===== config.mk =====
export PLATFORM = sky130hd
export DESIGN_NAME = sram_access_ctrl
export DESIGN_NICKNAME = d
export VERILOG_FILES = /design/src/rtl/sram_ctrl_pkg.sv /design/src/rtl/row_decoder.sv /design/src/rtl/sram_access_ctrl.sv
export SDC_FILE = /design/constraint.sdc
export NUM_CORES = 1
export LEC_CHECK = 0
export ABC_CLOCK_PERIOD_IN_PS = 1500
export CAP_MARGIN = 20
export CORE_MARGIN = 3
export CORE_UTILIZATION = 45
export DETAILED_ROUTE_END_ITERATION = 6
export DONT_BUFFER_PORTS = 1
export GPL_TIMING_DRIVEN = 0
export HOLD_SLACK_MARGIN = 0.05
export PLACE_DENSITY = 0.69
export SYNTH_ARGS = -nofsm -noshare
export SYNTH_HDL_FRONTEND = slang
export SYNTH_SLANG_ARGS = --single-unit

===== constraint.sdc =====
create_clock -name clk -period 1.5 [get_ports clk]
set_input_delay 0.225 -clock clk [delete_from_list [all_inputs] [get_ports clk]]
set_output_delay 0.225 -clock clk [all_outputs]
set_load 0.01 [all_outputs]

===== src/rtl/sram_ctrl_pkg.sv =====
// sram_ctrl_pkg: shared state encodings and default timing for the SRAM access sequencer
package sram_ctrl_pkg;
    typedef logic [2:0] state_t;
    localparam state_t IDLE    = 3'd0;
    localparam state_t SETUP   = 3'd1;
    localparam state_t WRITE   = 3'd2;
    localparam state_t READ    = 3'd3;
    localparam state_t RELEASE = 3'd4;
    localparam state_t RESP    = 3'd5;
    localparam int DEF_WR_CYC = 2;
    localparam int DEF_RD_CYC = 1;
endpackage


===== src/rtl/row_decoder.sv =====
// row_decoder: binary word address to one-hot row select, all zero when disabled
module row_decoder #(
    parameter int ADDR_W = 2
) (
    input  logic [ADDR_W-1:0]      addr_i,
    input  logic                   en_i,
    output logic [(2**ADDR_W)-1:0] sel_o
);
    localparam int WORDS = 2**ADDR_W;
    // Shift a single one into the addressed row position
    always_comb sel_o = en_i ? (WORDS'(1) << addr_i) : '0;
endmodule


===== src/rtl/sram_access_ctrl.sv =====
// sram_access_ctrl: sequences row select, rw strobe and data so bitcells never see a spurious write
module sram_access_ctrl
    import sram_ctrl_pkg::*;
#(
    parameter int ADDR_W = 2,
    parameter int DATA_W = 4,
    parameter int WR_CYC = DEF_WR_CYC,
    parameter int RD_CYC = DEF_RD_CYC
) (
    input  logic                   clk,
    input  logic                   rst,
    input  logic                   req_valid,
    output logic                   req_ready,
    input  logic                   req_we,
    input  logic [ADDR_W-1:0]      req_addr,
    input  logic [DATA_W-1:0]      req_wdata,
    output logic                   rsp_valid,
    input  logic                   rsp_ready,
    output logic [DATA_W-1:0]      rsp_rdata,
    output logic                   wr_done,
    output logic [(2**ADDR_W)-1:0] arr_sel,
    output logic                   arr_rw,
    output logic [DATA_W-1:0]      arr_din,
    input  logic [DATA_W-1:0]      arr_dout
);
    localparam int WORDS = 2**ADDR_W;
    localparam int MAX_CYC = WR_CYC > RD_CYC ? WR_CYC : RD_CYC;
    localparam int CNT_W = $clog2(MAX_CYC + 1);
    state_t state_q, state_d;
    logic [CNT_W-1:0] cnt_q, cnt_d;
    logic we_q, we_d;
    logic [ADDR_W-1:0] addr_q, addr_d;
    logic req_ready_q, req_ready_d, rsp_valid_q, rsp_valid_d, wr_done_q, wr_done_d;
    logic [DATA_W-1:0] rsp_rdata_q, rsp_rdata_d;
    logic [WORDS-1:0] arr_sel_q, arr_sel_d;
    logic arr_rw_q, arr_rw_d;
    logic [DATA_W-1:0] arr_din_q, arr_din_d;
    // Row select is derived from the next state so it is registered alongside rw/din
    row_decoder #(.ADDR_W(ADDR_W)) u_dec (
        .addr_i(addr_q),
        .en_i  (state_d == WRITE || state_d == READ),
        .sel_o (arr_sel_d)
    );
    // Next-state logic; rw/din only move on edges where no row is selected
    always_comb begin
        state_d     = state_q;
        cnt_d       = cnt_q;
        we_d        = we_q;
        addr_d      = addr_q;
        req_ready_d = req_ready_q;
        rsp_valid_d = rsp_valid_q;
        rsp_rdata_d = rsp_rdata_q;
        wr_done_d   = 1'b0;
        arr_rw_d    = arr_rw_q;
        arr_din_d   = arr_din_q;
        case (state_q)
            IDLE: if (req_valid && req_ready_q) begin
                state_d     = SETUP;
                req_ready_d = 1'b0;
                we_d        = req_we;
                addr_d      = req_addr;
                arr_rw_d    = req_we;
                arr_din_d   = req_we ? req_wdata : '0;
            end
            SETUP: begin
                state_d = we_q ? WRITE : READ;
                cnt_d   = '0;
            end
            WRITE: begin
                state_d = (cnt_q == CNT_W'(WR_CYC - 1)) ? RELEASE : WRITE;
                cnt_d   = cnt_q + 1'b1;
            end
            READ: if (cnt_q == CNT_W'(RD_CYC - 1)) begin
                state_d     = RELEASE;
                rsp_rdata_d = arr_dout;
            end else begin
                cnt_d = cnt_q + 1'b1;
            end
            RELEASE: begin
                state_d     = we_q ? IDLE : RESP;
                arr_rw_d    = 1'b0;
                arr_din_d   = '0;
                wr_done_d   = we_q;
                req_ready_d = we_q;
                rsp_valid_d = !we_q;
            end
            RESP: if (rsp_ready) begin
                state_d     = IDLE;
                rsp_valid_d = 1'b0;
                req_ready_d = 1'b1;
            end
            default: state_d = IDLE;
        endcase
    end
    // State and registered outputs; reset drops every row select on the same edge
    always_ff @(posedge clk) begin
        if (rst) begin
            state_q     <= IDLE;
            cnt_q       <= '0;
            we_q        <= 1'b0;
            addr_q      <= '0;
            req_ready_q <= 1'b1;
            rsp_valid_q <= 1'b0;
            rsp_rdata_q <= '0;
            wr_done_q   <= 1'b0;
            arr_sel_q   <= '0;
            arr_rw_q    <= 1'b0;
            arr_din_q   <= '0;
        end else begin
            state_q     <= state_d;
            cnt_q       <= cnt_d;
            we_q        <= we_d;
            addr_q      <= addr_d;
            req_ready_q <= req_ready_d;
            rsp_valid_q <= rsp_valid_d;
            rsp_rdata_q <= rsp_rdata_d;
            wr_done_q   <= wr_done_d;
            arr_sel_q   <= arr_sel_d;
            arr_rw_q    <= arr_rw_d;
            arr_din_q   <= arr_din_d;
        end
    end
    assign req_ready = req_ready_q;
    assign rsp_valid = rsp_valid_q;
    assign rsp_rdata = rsp_rdata_q;
    assign wr_done   = wr_done_q;
    assign arr_sel   = arr_sel_q;
    assign arr_rw    = arr_rw_q;
    assign arr_din   = arr_din_q;
endmodule


Yosys cells after proc, flatten, opt, wreduce, memory -nomap -nowiden:

Index checks and enable logic that the tools add are counted.

* equality and inequality tests: 11
* reduce and logical (&&, ||, !) cells: 17
* shift-type cells: 1
* muxes and demuxes: 19
* bitwise gates (word level): 2
* $add $sub $neg: 1

Operators by type and width (number)
* $pmux W3 S6: 1
* $mux W3: 5
* $eq A3 B2 Y1 const B: 4
* $reduce_and A2 Y1: 5
* $mux W4: 2
* $pmux W4 S2: 1
* $eq A3 B3 Y1 const B: 2
* $ne A2 B2 Y1 const B: 3
* $pmux W2 S3: 1
* $reduce_bool A3 Y1: 2
* $mux W1: 5
* $pmux W1 S2: 2
* $reduce_bool A2 Y1: 2
* $reduce_or A2 Y1: 2
* $shl A1 B2 Y4 const A: 1
* $eq A3 B1 Y1 const B: 1
* $logic_not A3 Y1: 1
* $pmux W1 S3: 1
* $reduce_and A3 Y1: 1
* $add A2 B1 Y2 const B: 1
* $eq A2 B1 Y1 const B: 1
* $logic_not A2 Y1: 1
* $mux W2: 1
* $not A1 Y1: 2
* other kinds (3): 3

* register bits: 24
* input port bits: 15

Depth between registers and ports, before layout:

* depth after elaboration: 7
* depth in mapped cells: 6

Hierarchy:

A second synthesis with hierarchy kept.

* cells, all modules: 113
* area, all modules: 1117.3 um^2

Modules (own cells, without submodules)
* sram_access_ctrl: area each 1079.8 um^2, times used 1, cells each 109
* row_decoder: area each 37.5 um^2, times used 1, cells each 4

Least setup slack after synthesis:

Ideal clock, no wire load.

* path kind: reg2reg
* start point: register cnt_q[0]
* end point: register arr_sel_q[3] (netlist: arr_sel[3])
* arrival: 1.178 ns
* period minus slack after synthesis: 1.294 ns
* path buffers: 0
* required time: 1.384 ns
* stages on the path, launching flop included: 7
* slack: 0.206 ns
* setup time: 0.116 ns
* cell sequence: dfxtp_1 inv_1 ha_1 a21boi_0 o21ai_1 inv_1 and3_1

* longest elaborated chain between the ends: 7

RTL lines
* start, declared: line sram_access_ctrl.sv:30 `logic [CNT_W-1:0] cnt_q, cnt_d;`
* start signal, assigned: line sram_access_ctrl.sv:111 `cnt_q <= cnt_d;`
* $eq A2 B1 Y1 / $logic_not A2 Y1 (equally long branches): line sram_access_ctrl.sv:70, sram_access_ctrl.sv:73
* $mux W3 (on tied branches): line sram_access_ctrl.sv:70, sram_access_ctrl.sv:73
* $pmux W3 S6 (*): line sram_access_ctrl.sv:56 `case (state_q)`
* $eq A3 B2 Y1: line sram_access_ctrl.sv:41 `.en_i (state_d == WRITE || state_d == READ),`
* $logic_or A1 B1 Y1 (*): line sram_access_ctrl.sv:41
* $not A1 Y1 (no line) (*)
* $reduce_or A2 Y1 (no line) (*)
* end signal, assigned: line sram_access_ctrl.sv:118 `arr_sel_q <= arr_sel_d;`
* end, declared: line sram_access_ctrl.sv:35 `logic [WORDS-1:0] arr_sel_q, arr_sel_d;`

Every way passes the cells marked *; elsewhere a longest branch is shown, timed or not.
A chain may end at the register's enable or synchronous reset.

Final worst setup path:

* start point: register state_q[0]
* end point: register req_ready_q (netlist: req_ready)

* longest elaborated chain between the ends: 3

RTL lines
* start, declared: line sram_access_ctrl.sv:29 `state_t state_q, state_d;`
* start signal, assigned: line sram_access_ctrl.sv:110 `state_q <= state_d;`
* $eq A3 B3 Y1 / $logic_not A3 Y1 (equally long branches): line sram_access_ctrl.sv:56
* $ne A2 B2 Y1 (no line) / $reduce_bool A3 Y1 (equally long branches)
* $reduce_and A3 Y1 (no line)
* end signal, assigned: line sram_access_ctrl.sv:114 `req_ready_q <= req_ready_d;`
* end, declared: line sram_access_ctrl.sv:33 `logic req_ready_q, req_ready_d, rsp_valid_q, rsp_valid_d, wr_done_q, wr_done_d;`

Several ways; a longest one is shown, not always the timed one.

==> reports/results.ini <==
[run_status]
status=completed

[synth]
synth-seq-cells=24
synth_area_um2=1110
synth_fp_nets=137
avgSynthCellArea_um2=9.22
synth_largest_area_cell=dfxtp_1
synth_seq_area_share_pct=43.4
ys_warn_count=0
synthCells=120
synthDistinctLibCells=39
synth_top_area_share_pct=43.4
ys_top_cells_by_area=dfxtp_1 43%, a21oi_1 6.8%, mux2i_1 4.5%, o21ai_0 3.6%, nand3b_1 3.4%

[drt]
drcViolationCount=0
drt_iter0_markers=13
via_per_inst=5.83
routed_wl_um=2350
wl_per_cell_um=15.1
ant_nets=0
via_count=910
drt_pre_antenna_iters=4

[sta]
rsz0062_at_grt=false
setup_viol=0
period_needed_ns=1.40
timing.fmax_mhz=712
finalCritPeriodShare_pct=93.6
finalHoldViolCount=0
slew_headroom_pct=66.4
drv_slew=0
finClkSkew_ns=0.0139
worstMarginPinSlew_ns=0.504
fin_hold_ws_ns=0.0649
setup_tns_ns=0
fin_ws_ns=0.0954

[run]
timing.max_cap.violations=0

[pwr]
swShare_pct=31.8
powerDensity_nw_per_um2=1450
p_clk_share_pct=26.0
power_frac_seq_pct=45.7
ir_drop_uv=1270
switchingPower_uw=571
p_comb_share_pct=28.4
p_leak_uw=0.000498
power_uw=1800
internal_power_uw=1230

[floorplanning]
die_w_um=55.6
initial_core_util_pct=48.6
core_um2=2280
die_y_um=55.6
io_pins=31
die_area_um2=3090
core.rowCount=17

[final_layout]
final_common_cell=dfxtp_1
nets=146
syn2layout_area_growth_pct=12.1
n_antenna_cell=0
design_area_um2=1240
mostFrequentLayoutCells=24 x dfxtp_1, 15 x a21oi_1, 8 x o21ai_0
multiInputGateArea_um2=581
fillers=220
drive_above_1_share_pct=13.3
regArea_um2=480

[cts]
cts_setup_buffers=0
clock_latency_ns=0.32
path_clk_slew_ns=0.14
cts_tree=yes
root_buffer=clkbuf_4
cts_buffers=3
h-tree-depth=1
cts_max_path_buffers=2
cts_sinks=24

[worst_setup_path]
path_class=flop to flop
crit_path_end=req_ready
worstPathArrival_ns=1.63
cp-startpoint=state_q[0]
ff2ff_path_depth=4
worst_setup_path_start_kind=flop
reg2reg_slack_ns=0.1
r2r-start=state_q[0]
path_max_fanout=10
worstSetupEndpointType=flop
cp.required_ns=1.73
timing.rr.end=req_ready

[grt]
antenna_found_initial=0
grt_pass1_wl_um=3880
grt_usage_pct=15.3
grt_max_degree=15
grt_pass1_vias=873
overflow=0

[placement]
place_congestion=0.772
place_area_um2=1140
portBuffers=0
hpwl_um=1700
place_ws_ns=0.0325

[worst_hold_path]
holdPathStages=2
hold_class=primary input to flop

==> critical path: stages (launching register included) <==
cell and delay, ns:
dfxtp_1 0.48, buf_4 0.23, mux2i_1 0.23, nor2_1 0.06, a311o_1 0.32
==> cells in the mapped netlist <==
cell       count
buf_2          2
nor2b_1        2
or2_0          1
and4bb_2       1
o31ai_1        3
or2b_1         1
clkbuf_1       3
nand2b_1       1
and2_1         4
a21boi_0       1
a31o_2         1
o21ai_0        8
mux2i_1        5
buf_4          1
nor4bb_1       2
nand3b_1       5
o21ai_1        1
nor3_1         2
nand4b_2       1
buf_6          1
dfxtp_1       24
a31oi_1        1
nor2_2         1
a211oi_1       1
a21o_1         1
ha_1           2
nand4_1        4
nand2_1        5
nor3b_1        3
nand4bb_1      1
or3b_4         1
nor2_1         6
mux2_2         1
or2_2          1
inv_1          3
and3_1         2
a21oi_1       15
a311o_1        1
a211o_1        1
==> layer usage <==
metal | track usage, % | part of all wire, %
met1 | 19.8 | 44
met3 | 7.19 | 8.2
met4 | 1.04 | 0.38
met2 | 24.2 | 47
met5 | 0 | 0
==> flip-flops by register name, indices dropped and copies added, names as in the netlist <==
signal	flops
addr_q	2
arr_rw	1
req_ready	1
state_q	3
arr_din	4
cnt_q	2
rsp_valid	1
rsp_rdata	4
arr_sel	4
we_q	1
wr_done	1
==> final cells by class <==
| cell class | instances | area share [%] |
|---|---|---|
| Clock buffer | 3 | 1.82 |
| Timing Repair Buffer | 4 | 3.23 |
| Clock inverter | 1 | 2.42 |
| Tap cell | 28 | 2.83 |
| Inverter | 3 | 0.908 |
| Multi-Input combinational cell | 86 | 46.8 |
| Buffer | 7 | 3.23 |
| Sequential cell | 24 | 38.7 |
==> worst min path at each step <==
| stage | from | to | slack (ns) |
|---|---|---|---|
| after detailed placement | arr_dout[2] | rsp_rdata[2] | 0.38 |
| after global placement | arr_dout[0] | rsp_rdata[0] | 0.37 |
| after CTS | req_addr[0] | addr_q[0] | 0.07 |
| after global routing | req_addr[0] | addr_q[0] | 0.06 |
| after floorplan | arr_dout[0] | rsp_rdata[0] | 0.37 |
| final | req_addr[0] | addr_q[0] | 0.06 |
==> stage by stage <==
stage | utilization [%] | cells
after floorplan | - | 120
after CTS | 54.4 | 156
after global routing | 54.5 | 156
after global placement | 50.1 | 148
after detailed placement | 50.1 | 148
final | 54.5 | 156
==> logic make-up (layout without fill, tap and decap cells) <==
family	Yosys count	in the layout	synth area share, %
AOI/OAI and AO/OA	34	34	18.0
adders and majority gates	2	2	2.26
DFF	24	24	43.4
buffers and inverters	10	18	4.64
and+or+nand+nor	44	44	26.1
muxes	6	6	5.54
==> power by group through the flow <==
| stage | Clock (µW) | Sequential [µW] | Combinational [µW] |
|---|---|---|---|
| floorplan | 0 | 808 | 406 |
| global placement | 0 | 831 | 474 |
| detailed placement | 0 | 834 | 487 |
| CTS | 472 | 819 | 503 |
| global route | 493 | 833 | 568 |
| finish | 467 | 820 | 510 |
==> timing repair <==
action | 4_1_cts | 5_1_grt
endpoints found under the setup margin | 1 | 1
hold buffers | 4 | 0
hold endpoints to repair | 4 | 0
resized for setup | 1 | 1
pin swaps | 1 | 0
Note: power is estimated with default switching activity, not from simulation.
